**config.mk**
```make
export PLATFORM = sky130hd
export DESIGN_NAME = perlane_blocksync
export DESIGN_NICKNAME = d
export VERILOG_FILES = /design/src/rtl/pcs25g_pkg.sv /design/src/rtl/sh_check_4.sv /design/src/rtl/perlane_blocksync.sv
export SDC_FILE = /design/constraint.sdc
export NUM_CORES = 1
export LEC_CHECK = 0
export ABC_AREA = 0
export CAP_MARGIN = 25
export CELL_PAD_IN_SITES_DETAIL_PLACEMENT = 1
export CELL_PAD_IN_SITES_GLOBAL_PLACEMENT = 2
export CORE_ASPECT_RATIO = 0.75
export CORE_MARGIN = 3
export CORE_UTILIZATION = 22
export CTS_BUF_LIST = sky130_fd_sc_hd__clkbuf_16
export DETAILED_ROUTE_END_ITERATION = 10
export GPL_TIMING_DRIVEN = 1
export PLACE_DENSITY_LB_ADDON = 0.1
export SLEW_MARGIN = 10
export SYNTH_ARGS = -nofsm -noshare
export SYNTH_HDL_FRONTEND = slang
export SYNTH_SLANG_ARGS = --single-unit
```
**constraint.sdc**
```tcl
create_clock -name clk -period 7.1 [get_ports clk]
set_input_delay 0.71 -clock clk [delete_from_list [all_inputs] [get_ports clk]]
set_output_delay 0.71 -clock clk [all_outputs]
set_load 0.01 [all_outputs]
```
**src/rtl/pcs25g_pkg.sv**
```systemverilog
// Shared definitions for the 25G PCS receive lane: sync-header codes, block geometry
// and the block-lock state encoding.
package pcs25g_pkg;
  localparam logic [1:0] SH_DATA = 2'b01;
  localparam logic [1:0] SH_CTRL = 2'b10;

  localparam int BLOCK_W         = 66;
  localparam int PAYLOAD_W       = 64;
  localparam int BLOCKS_PER_LANE = 4;

  typedef enum logic [1:0] {
    ST_HUNT   = 2'd0,
    ST_LOCKED = 2'd1,
    ST_SLIP   = 2'd2,
    ST_WAIT   = 2'd3
  } bs_state_e;

  function automatic logic sh_valid(input logic [1:0] sh);
    return (sh == SH_DATA) || (sh == SH_CTRL);
  endfunction
endpackage

```
**src/rtl/sh_check_4.sv**
```systemverilog
// Classifies the four sync headers of one beat: per-block valid flags and the
// number of invalid headers.
module sh_check_4
  import pcs25g_pkg::*;
(
  input  logic [7:0] i_hdr,
  output logic [3:0] o_hdr_ok,
  output logic [2:0] o_nbad
);
  for (genvar g = 0; g < BLOCKS_PER_LANE; g++) begin : g_hdr
    assign o_hdr_ok[g] = sh_valid(i_hdr[2*g +: 2]);
  end

  always_comb begin
    o_nbad = '0;
    for (int i = 0; i < BLOCKS_PER_LANE; i++)
      o_nbad = o_nbad + {2'b00, ~o_hdr_ok[i]};
  end
endmodule

```
**src/rtl/perlane_blocksync.sv**
```systemverilog
// Per-lane 64b/66b block synchroniser: header check, block-lock FSM with gearbox
// slip requests, header stripping towards the descrambler.
module perlane_blocksync
  import pcs25g_pkg::*;
#(
  parameter int LOCK_CNT  = 64,
  parameter int INVLD_MAX = 16,
  parameter int SLIP_WAIT = 8
) (
  input  logic         clk,
  input  logic         reset_n,
  input  logic         in_enable,
  input  logic [263:0] in_rxdata,
  input  logic         in_rxdata_valid,
  output logic [255:0] out_rxdata,
  output logic [7:0]   out_rxhdr,
  output logic         out_rxdata_valid,
  output logic         out_rxdata_error,
  output logic         out_block_lock,
  output logic         out_slip
);
  localparam int WAIT_W = (SLIP_WAIT < 2) ? 1 : $clog2(SLIP_WAIT + 1);

  bs_state_e         r_state, w_state_nxt;
  logic [6:0]        r_sh_cnt, w_sh_nxt;
  logic [4:0]        r_bad_cnt, w_bad_nxt;
  logic [WAIT_W-1:0] r_wait_cnt, w_wait_nxt;

  logic [255:0] r_data;
  logic [7:0]   r_hdr;
  logic         r_valid, r_err, r_lock, r_slip;

  logic         w_beat;
  logic [7:0]   w_hdr;
  logic [255:0] w_payload;
  logic [3:0]   w_hdr_ok;
  logic [2:0]   w_nbad;
  logic [7:0]   w_sh_inc;
  logic [5:0]   w_bad_inc;

  assign w_beat = in_enable && in_rxdata_valid;

  for (genvar g = 0; g < BLOCKS_PER_LANE; g++) begin : g_blk
    assign w_hdr[2*g +: 2]                 = in_rxdata[BLOCK_W*g +: 2];
    assign w_payload[PAYLOAD_W*g +: PAYLOAD_W] = in_rxdata[BLOCK_W*g+2 +: PAYLOAD_W];
  end

  sh_check_4 u_sh_check (
    .i_hdr    (w_hdr),
    .o_hdr_ok (w_hdr_ok),
    .o_nbad   (w_nbad)
  );

  // One extra bit on the post-increment sums so the threshold compares cannot wrap.
  assign w_sh_inc  = {1'b0, r_sh_cnt} + 8'd4;
  assign w_bad_inc = {1'b0, r_bad_cnt} + {3'b000, w_nbad};

  always_comb begin
    w_state_nxt = r_state;
    w_sh_nxt    = r_sh_cnt;
    w_bad_nxt   = r_bad_cnt;
    w_wait_nxt  = r_wait_cnt;
    case (r_state)
      ST_HUNT: if (w_beat) begin
        if (w_nbad != 3'd0) begin
          w_state_nxt = ST_SLIP;
          w_sh_nxt    = '0;
          w_bad_nxt   = '0;
        end else if (w_sh_inc >= 8'(LOCK_CNT)) begin
          w_state_nxt = ST_LOCKED;
          w_sh_nxt    = '0;
          w_bad_nxt   = '0;
        end else begin
          w_sh_nxt = w_sh_inc[6:0];
        end
      end
      ST_LOCKED: if (w_beat) begin
        // Loss of lock takes priority over a window restart on the same beat.
        if (w_bad_inc >= 6'(INVLD_MAX)) begin
          w_state_nxt = ST_SLIP;
          w_sh_nxt    = '0;
          w_bad_nxt   = '0;
        end else if (w_sh_inc >= 8'(LOCK_CNT)) begin
          w_sh_nxt  = '0;
          w_bad_nxt = '0;
        end else begin
          w_sh_nxt  = w_sh_inc[6:0];
          w_bad_nxt = w_bad_inc[4:0];
        end
      end
      // Slip is a single-cycle state regardless of enable/valid.
      ST_SLIP: begin
        w_state_nxt = ST_WAIT;
        w_wait_nxt  = WAIT_W'(SLIP_WAIT);
      end
      ST_WAIT: if (w_beat) begin
        if (r_wait_cnt <= WAIT_W'(1)) begin
          w_state_nxt = ST_HUNT;
          w_wait_nxt  = '0;
        end else begin
          w_wait_nxt = r_wait_cnt - WAIT_W'(1);
        end
      end
      default: w_state_nxt = ST_HUNT;
    endcase
  end

  always_ff @(posedge clk) begin
    if (!reset_n) begin
      r_state    <= ST_HUNT;
      r_sh_cnt   <= '0;
      r_bad_cnt  <= '0;
      r_wait_cnt <= '0;
    end else begin
      r_state    <= w_state_nxt;
      r_sh_cnt   <= w_sh_nxt;
      r_bad_cnt  <= w_bad_nxt;
      r_wait_cnt <= w_wait_nxt;
    end
  end

  always_ff @(posedge clk) begin
    if (!reset_n) begin
      r_data  <= '0;
      r_hdr   <= '0;
      r_valid <= 1'b0;
      r_err   <= 1'b0;
      r_lock  <= 1'b0;
      r_slip  <= 1'b0;
    end else begin
      if (w_beat) begin
        r_data <= w_payload;
        r_hdr  <= w_hdr;
      end
      r_valid <= w_beat && (r_state == ST_LOCKED);
      r_err   <= w_beat && (r_state == ST_LOCKED) && !(&w_hdr_ok);
      r_lock  <= (w_state_nxt == ST_LOCKED);
      r_slip  <= (w_state_nxt == ST_SLIP);
    end
  end

  assign out_rxdata       = r_data;
  assign out_rxhdr        = r_hdr;
  assign out_rxdata_valid = r_valid;
  assign out_rxdata_error = r_err;
  assign out_block_lock   = r_lock;
  assign out_slip         = r_slip;
endmodule

```
==> impl_summary.md, run 1 <==
Die
Measured along the y axis, the die boundary spans 191 um. After floorplanning, the core was divided into 67 placement rows. The die covers 48,400 um2. The total area inside the core boundary comes to 44,900 um2. The die outline width is 253 um. The starting utilization of the core area is 22.4%. The number of top-level design ports is 536.

CTS
The clock input transition at the sequential cells of the worst setup and hold paths is 0.06 ns. The master cell of the clock root buffer is sky130_fd_sc_hd__clkbuf_16. The number of CTS-inserted buffers is 35.

CTS saw 284 sinks. The post-cts sizing count is 0. The clock reaches the later pin of the worst-skew pair after 0.52 ns.

Post-CTS timing repair inserted 0 buffers for setup. The level count of the clock H-tree is 2. TritonCTS built the clock tree. The longest clock path from root to sink contains 3 buffers.

The number of hold buffers added after cts is 0.

STA
The headroom to the max-slew limit is 35.0%. Once routing completed, OpenROAD measured the worst setup slack at 3.23 ns. The transition time at the pin with the least slew margin is 0.975 ns.

For the finished layout, the period the worst path requires is 3.87 ns. The total negative slack for setup checks is 0 ns. The achievable clock frequency is 258 MHz.

Setup violations remaining at the end of the flow were counted as 0. The max-slew violation total from the final report came to 0. The final number of hold-violating endpoints is 0. On the final layout, the worst clock skew is 0.0188 ns. Setup repair after global routing left no endpoint under its margin. The final critical path takes up 54.5% of the cycle.

Yosys
In the synthesized netlist the dominant register cell turns out to be sky130_fd_sc_hd__dfxtp_1. After synthesis, the largest family of logic cells by area is simple AND/OR/NAND/NOR gates. The multiplexer area fraction after synthesis is 0.360%. The compound-cell area share of the yosys netlist is 14.8%. For this run, the number of Yosys warnings is 0. The cell count after synthesis is 1,273. Counting flops and latches in the post-synthesis netlist gives 284. The average cell area after synthesis is 7.92 um2. Yosys mapped a number of flops with a built-in enable equal to 0. When the netlist entered floorplanning its net count stood at 1,553. The adder-cell share of the synthesized area is 1.64%. Sequential elements use 56.4% of the synthesized area.

Summing the areas of all xor and xnor instances in the mapped netlist gives 0.695% of the synthesized area. The simple-gate area share of the yosys netlist is 22.4%. Synthesis instantiated 43 different standard cells from the library. The share of synthesized flip-flops with an asynchronous set or reset is 0%. The netlist area before placement is 10,100 um2.

Power
The leakage power is 6.11 nW. IR analysis of the VDD net gives a maximum drop of 0.134 mV. The total power per unit cell area is 232 nW/um2.

Critical path
The cell with the biggest individual delay on the critical path is sky130_fd_sc_hd__clkdlybuf4s50_1. The worst setup slack for register-to-register paths is 4.94 ns. STA classifies the critical path endpoint as a register. Of all nets on the critical path, the largest fanout is 3. The signal on the critical path passes through clkdlybuf4s50_1 > xor2_1 > inv_1 > ha_1 > inv_1 > fa_1 > inv_1 > ha_1 > ha_1 > a21o_1 > o21a_1 > nor4_4 > or4b_1 > a31oi_1.

The worst endpoint data arrival time is 4.31 ns. The critical path contains buffers and inverters numbering 4 combined. The nature of the critical path startpoint is a primary input. The critical path in this run is classified as in -> reg. The family with the most delay on the worst path is adder cells. For the worst setup path, the data required time is 7.54 ns. The largest incremental delay on the critical path is 0.50 ns.

Route
The number of vias per cell after detailed routing is 4.35. The overall via count from detail_route is 10,346. The DRC violations left is 0.

After detailed routing, the average wire length per cell comes to 18.8 um. The aggregate routed wire length is 44,700 um. The first detailed-routing pass took 4 iterations. The number of nets still failing antenna checks after routing is 0. The first-iteration detailed-routing DRC count is 458.

GRT
The global route total overflow is 0. The largest net degree at the start of global routing is 161. The total global-route track usage is 17.4%. The first global-routing pass estimated 65,200 um of wire. The number of global-route vias before repair is 10,373.

The initial antenna violation count is 8.

Layout
The area of the multi-input gates is 4030 um2. The net count reported at finish is 2,044. Counting the fill cells in the layout gives 5,220. The most common cell after layout, fill and taps aside is sky130_fd_sc_hd__nand2_1. The layout overhead on the synthesized area is 68.9%. Leaving out fill and tap cells, the most frequent cells in the layout are sky130_fd_sc_hd__nand2_1 (536), sky130_fd_sc_hd__clkdlybuf4s50_1 (535), sky130_fd_sc_hd__dfxtp_1 (284). The ratio of cells with drive above 1 in the final layout is 3.30%.

Across the whole layout, storage elements account for 5690 um2.

Place
After legalization and detailed placement, the total HPWL measured 31,900 um. The count of input and output buffers is 535. OpenSTA, run right after detailed placement, puts the worst setup slack at 2.57 ns.

The weighted congestion at the end of routability-driven global placement is 0.748.

Status
The run finished with clean final reports.

Min path
The class of the tightest hold or removal check is reg -> reg.

Job
The max-capacitance violation count is 0.
-- routing by layer --
metal / up-vias / global-route usage, % / share of wire [%]
met5: - / 0 / 0.11
met2: 294 / 28.4 / 47
li1: 5108 / - / -
met4: 8 / 4.77 / 2.1
met3: 62 / 8.07 / 9.8
met1: 4874 / 20.7 / 41
-- power breakdown --
group / switching (mW) / internal, mW / total, mW
registers: 0.0429 / 1.67 / 1.71
clock network: 0.701 / 0.969 / 1.67
logic: 0.262 / 0.309 / 0.571
-- layout make-up --
class | count | area share [%]
tap | 586 | 4.31
multi-input combinational | 890 | 23.7
antenna | 5 | 0.0735
inverter | 9 | 0.243
clock inverter | 23 | 0.706
clock buffer | 37 | 5.44
sequential | 284 | 33.4
timing repair buffer | 544 | 32.1
-- worst paths after layout --
path / start / to / cells past startpoint
worst max register to register: r_sh_cnt[2] / r_bad_cnt[3] / 6
worst max-delay path: in_rxdata[66] / r_bad_cnt[3] / 14
worst min-delay path: out_rxdata[10] / out_rxdata[10] / 2
worst min register to register: out_rxdata[10] / out_rxdata[10] / 2
-- kinds of logic (layout without fill, tap and decap cells) --
| logic type | count (synthesis) | count (layout) |
|---|---|---|
| AO/OA/AOI/OAI | 291 | 291 |
| AND/OR/NAND/NOR | 576 | 576 |
| multiplexers | 3 | 3 |
| XOR/XNOR | 8 | 8 |
| flip-flops | 284 | 284 |
| other | 0 | 5 |
| buffers and inverters | 99 | 613 |
| adder cells (fa/ha/maj) | 12 | 12 |
-- flip-flops by register name (all words and copies together) (netlist names), 2 cells and up --
register	cells
r_bad_cnt	5
r_state	2
r_wait_cnt	4
out_rxdata	256
out_rxhdr	8
r_sh_cnt	5
-- worst min-delay path, cell delays in order (launching register included) --
cell and delay, ns:
sky130_fd_sc_hd__dfxtp_1 0.31, sky130_fd_sc_hd__nand2_1 0.05, sky130_fd_sc_hd__a21oi_1 0.05
-- cells in the mapped netlist (2+ instances only) --
master | instances | area share, %
sky130_fd_sc_hd__a21oi_1 | 272 | 14
sky130_fd_sc_hd__and2_1 | 4 | 0.25
sky130_fd_sc_hd__and3_1 | 2 | 0.12
sky130_fd_sc_hd__buf_1 | 6 | 0.22
sky130_fd_sc_hd__clkbuf_1 | 84 | 3.1
sky130_fd_sc_hd__dfxtp_1 | 284 | 56
sky130_fd_sc_hd__fa_1 | 2 | 0.40
sky130_fd_sc_hd__ha_1 | 10 | 1.2
sky130_fd_sc_hd__inv_1 | 8 | 0.30
sky130_fd_sc_hd__nand2_1 | 537 | 20
sky130_fd_sc_hd__nand3_1 | 7 | 0.35
sky130_fd_sc_hd__nand4b_1 | 2 | 0.17
sky130_fd_sc_hd__nor2_1 | 10 | 0.37
sky130_fd_sc_hd__nor3_1 | 4 | 0.20
sky130_fd_sc_hd__nor4_1 | 2 | 0.12
sky130_fd_sc_hd__o21ai_0 | 4 | 0.20
sky130_fd_sc_hd__o31ai_1 | 3 | 0.22
sky130_fd_sc_hd__xnor2_1 | 3 | 0.26
sky130_fd_sc_hd__xor2_1 | 5 | 0.43
-- metrics by stage --
step / cells / instance area [um2] / util, % / hold WS [ns] / power [mW]
floorplan: 1273 / 10100 / - / 0.431 / 1.95
global placement: 2311 / 15900 / 35.4 / 0.440 / 2.32
detailed placement: 2311 / 15900 / 35.4 / 0.446 / 2.32
CTS: 2371 / 17000 / 37.7 / 0.453 / 4.04
global route: 2376 / 17000 / 37.9 / 0.468 / 4.16
finish: 2378 / 17000 / 37.9 / 0.451 / 3.95
Note: power is estimated with default switching activity, not from simulation.
==> run 2: changes to the inputs <==
--- a/config.mk
+++ b/config.mk
@@ -11,7 +11,7 @@
 export CELL_PAD_IN_SITES_GLOBAL_PLACEMENT = 2
 export CORE_ASPECT_RATIO = 0.75
 export CORE_MARGIN = 3
-export CORE_UTILIZATION = 22
+export CORE_UTILIZATION = 20
 export CTS_BUF_LIST = sky130_fd_sc_hd__clkbuf_16
 export DETAILED_ROUTE_END_ITERATION = 10
 export GPL_TIMING_DRIVEN = 1
==> constraint.sdc (replaced) <==
create_clock -name clk -period 3.7 [get_ports clk]
set_input_delay 0.37 -clock clk [delete_from_list [all_inputs] [get_ports clk]]
set_output_delay 0.37 -clock clk [all_outputs]
set_load 0.01 [all_outputs]
==> impl_summary.md, run 2 (synthesis results as in run 1) <==
Status
The flow ran to the end, and the final reports show no timing, DRC or antenna violations.

Route
The iteration count of the initial detailed-routing pass is 4 (unchanged). The aggregate routed wire length is 45,100 um (+0.85%). The first-iteration detailed-routing DRC count is 385 (-16%). The DRC violations left is 0 (unchanged).

The detailed-route wire length per cell came to 18.3 um (-2.5%). The overall via count from detail_route came to 10,425 (+0.76%). The number of nets still failing antenna checks after routing was 0 (unchanged).

The number of vias per cell after detailed routing is 4.24 (-2.6%).

CTS
Clock tree synthesis selected as its root buffer the cell sky130_fd_sc_hd__clkbuf_16. The latest clock arrival within the worst-skew pair came to 0.51 ns (about the same). The level count of the clock H-tree is 2 (unchanged). The number of hold buffers added after cts came to 0 (unchanged).

The clock input transition at the sequential cells of the worst setup and hold paths is 0.06 ns (about the same). The buffers inserted during post-CTS setup optimization was 0 (unchanged). The TritonCTS clock tree is done. The clock sink count is 284 (unchanged). The number of CTS-inserted buffers is 35 (unchanged).

The post-cts sizing count came to 0 (unchanged). The worst-case clock buffer depth is 3 (unchanged).

GRT
The first-pass GRT wire length was 67,200 um (+3.1%). The global route total overflow is 0 (unchanged). The number of global-route vias before repair is 10,874 (+4.8%). The largest net degree at the start of global routing came to 137 (-15%). The initial antenna violation count is 11 (+3).

The total global-route track usage is 16.3% (-1.2 points).

Place
The worst setup timing slack at the placement stage came to -0.267 ns (-2.84 ns). The placement-stage cell area came to 16,200 um2 (+2.0%). The total placed cells including tap cells came to 2,392 (+3.5%). The count of input and output buffers is 535 (unchanged). The weighted congestion at the end of routability-driven global placement is 0.781 (+4.4%). The placed wire-length estimate after detailed placement came to 32,300 um (+1.5%).

Die
The starting utilization of the core area is 20.5% (-2.0 points). The vertical extent of the die was 200 um (+4.7%). The cell row count is 70 (+4.5%).

The number of top-level design ports is 536 (unchanged). The area of the die is 53,100 um2 (+9.7%). The die outline width is 265 um (+4.8%). The placeable core region was 49,200 um2 (+9.5%).

Layout
The number of inserted filler cells in the final layout is 5,691 (+9.0%). The share of the core filled with cells in the final layout came to 35.2% (-2.6 points). The net count reported at finish is 2,061 (+0.83%). The flip-flop count of the largest register, all copies and words added was 256 (unchanged). The library cells used most frequently in the layout, excluding fill and tap cells, are sky130_fd_sc_hd__nand2_1 (536), sky130_fd_sc_hd__clkdlybuf4s50_1 (535), sky130_fd_sc_hd__dfxtp_1 (284). The ratio of cells with drive above 1 in the final layout was 4.26% (+0.96 points). From synthesis to final layout, the design area changed by 72.1%. The total non-filler cell area in the finished layout is 17,300 um2 (+1.9%). The library cell used most frequently in the layout, excluding fill and tap cells, is sky130_fd_sc_hd__nand2_1. The count of non-filler cells in the finished layout is 2,459 (+3.4%).

Job
The max-capacitance violation count is 0 (unchanged).

STA
The clock tree skew after final layout is 0.00670 ns (-0.0121 ns). The total negative slack for setup checks is 0 ns (unchanged). Setup repair after global routing left no endpoint under its margin. The post-layout worst setup margin was 0.293 ns (-2.94 ns). The headroom to the max-slew limit is 47.1% (+12 points). The max-slew violation total from the final report is 0 (unchanged). The clock period could shrink to 3.41 ns.

Timing would allow up to 294 MHz. The final number of hold-violating endpoints is 0 (unchanged). The transition time at the pin with the least slew margin is 0.794 ns (-0.181 ns). The final-report setup violation count came to 0 (unchanged).

After layout, the worst path uses 92.1% of the clock period.

Power
The part of the power in combinational logic is 14.6% (about the same). The leakage power is 6.25 nW (+2.2%). The total power per unit cell area is 447 nW/um2 (+93%). The largest vdd supply drop is 0.316 mV (+140%). The switching component of the power came to 1.94 mW (+92%). The clock power share is 43.1% (+0.9 points). The sequential share of power is 42.3% (-1.0 points). The switching share of total power is 24.9% (-0.50 points).

The design internal power came to 5.82 mW (+98%).

Critical path
The largest driver fanout on the critical path is 3 (unchanged). The critical path capture point type is a register. The critical path class is in -> reg. The required time of the critical path came to 4.14 ns (-3.40 ns). The worst endpoint data arrival time was 3.84 ns (-0.47 ns). STA classifies the critical path startpoint as a primary input.

Min path
The class of the tightest hold or removal check is in -> reg.
==> run 2: cell count changes in the layout (fill, tap and decap cells not counted), sizes merged <==
| cell | change |
|---|---|
| bufinv | +2 |
| buf | +17 |
| clkinvlp | -1 |
| clkinv | +3 |
| inv | -2 |
==> run 2: worst max-delay path, cell delays in order <==
cell	delay, ns
sky130_fd_sc_hd__clkdlybuf4s50_1	0.51
sky130_fd_sc_hd__xor2_1	0.15
sky130_fd_sc_hd__buf_4	0.16
sky130_fd_sc_hd__inv_1	0.05
sky130_fd_sc_hd__ha_1	0.26
sky130_fd_sc_hd__inv_1	0.05
sky130_fd_sc_hd__fa_1	0.49
sky130_fd_sc_hd__inv_1	0.05
sky130_fd_sc_hd__ha_1	0.21
sky130_fd_sc_hd__fa_1	0.42
sky130_fd_sc_hd__a21oi_1	0.16
sky130_fd_sc_hd__o21bai_1	0.16
sky130_fd_sc_hd__nor4_4	0.18
sky130_fd_sc_hd__or4b_1	0.46
sky130_fd_sc_hd__a31oi_1	0.17
==> run 2: final timing paths <==
check	start	endpoint	slack, ns	cells past startpoint
worst max register to register	r_bad_cnt[0]	r_bad_cnt[3]	1.53	7
worst min-delay path	in_rxdata[69]	out_rxdata[65]	0.40	3
worst min register to register	out_rxdata[94]	out_rxdata[94]	0.45	2
worst max-delay path	in_rxdata[66]	r_bad_cnt[3]	0.29	15
==> run 2: power groups by stage <==
stage          clock (mW)  combinational [mW]  sequential, mW
2_1_floorplan           0               0.341            3.40
4_1_cts              3.52                1.16            3.29
5_1_grt              3.63                1.24            3.30
3_5_place_dp            0                1.15            3.35
6_report             3.34                1.13            3.28
3_3_place_gp            0                1.15            3.35
==> run 2: metrics by stage <==
stage	total power [mW]	hold slack [ns]
finish	7.76	0.400
global route	8.17	0.382
CTS	7.96	0.365
detailed placement	4.51	0.447
global placement	4.49	0.441
floorplan	3.75	0.431
==> run 2: routing by layer <==
layer / GRT usage [%] / share of wire, % / up-vias
li1: - / - / 5142
met1: 18.5 / 41 / 4914
met2: 28.0 / 48 / 286
met3: 6.62 / 8.5 / 71
met4: 5.04 / 2.4 / 12
met5: 0 / 0.18 / -
==> run 2: cell type report <==
cell class              count  area (um2)  area share [%]
repair buffers            561        5660            32.7
well taps                 648         811            4.67
clock inverters            25         176            1.02
inverters                   9        41.3           0.238
clock buffers              37         926            5.34
diodes                      5        12.5          0.0721
flip-flops and latches    284        5690            32.8
multi-input cells         890        4030            23.2
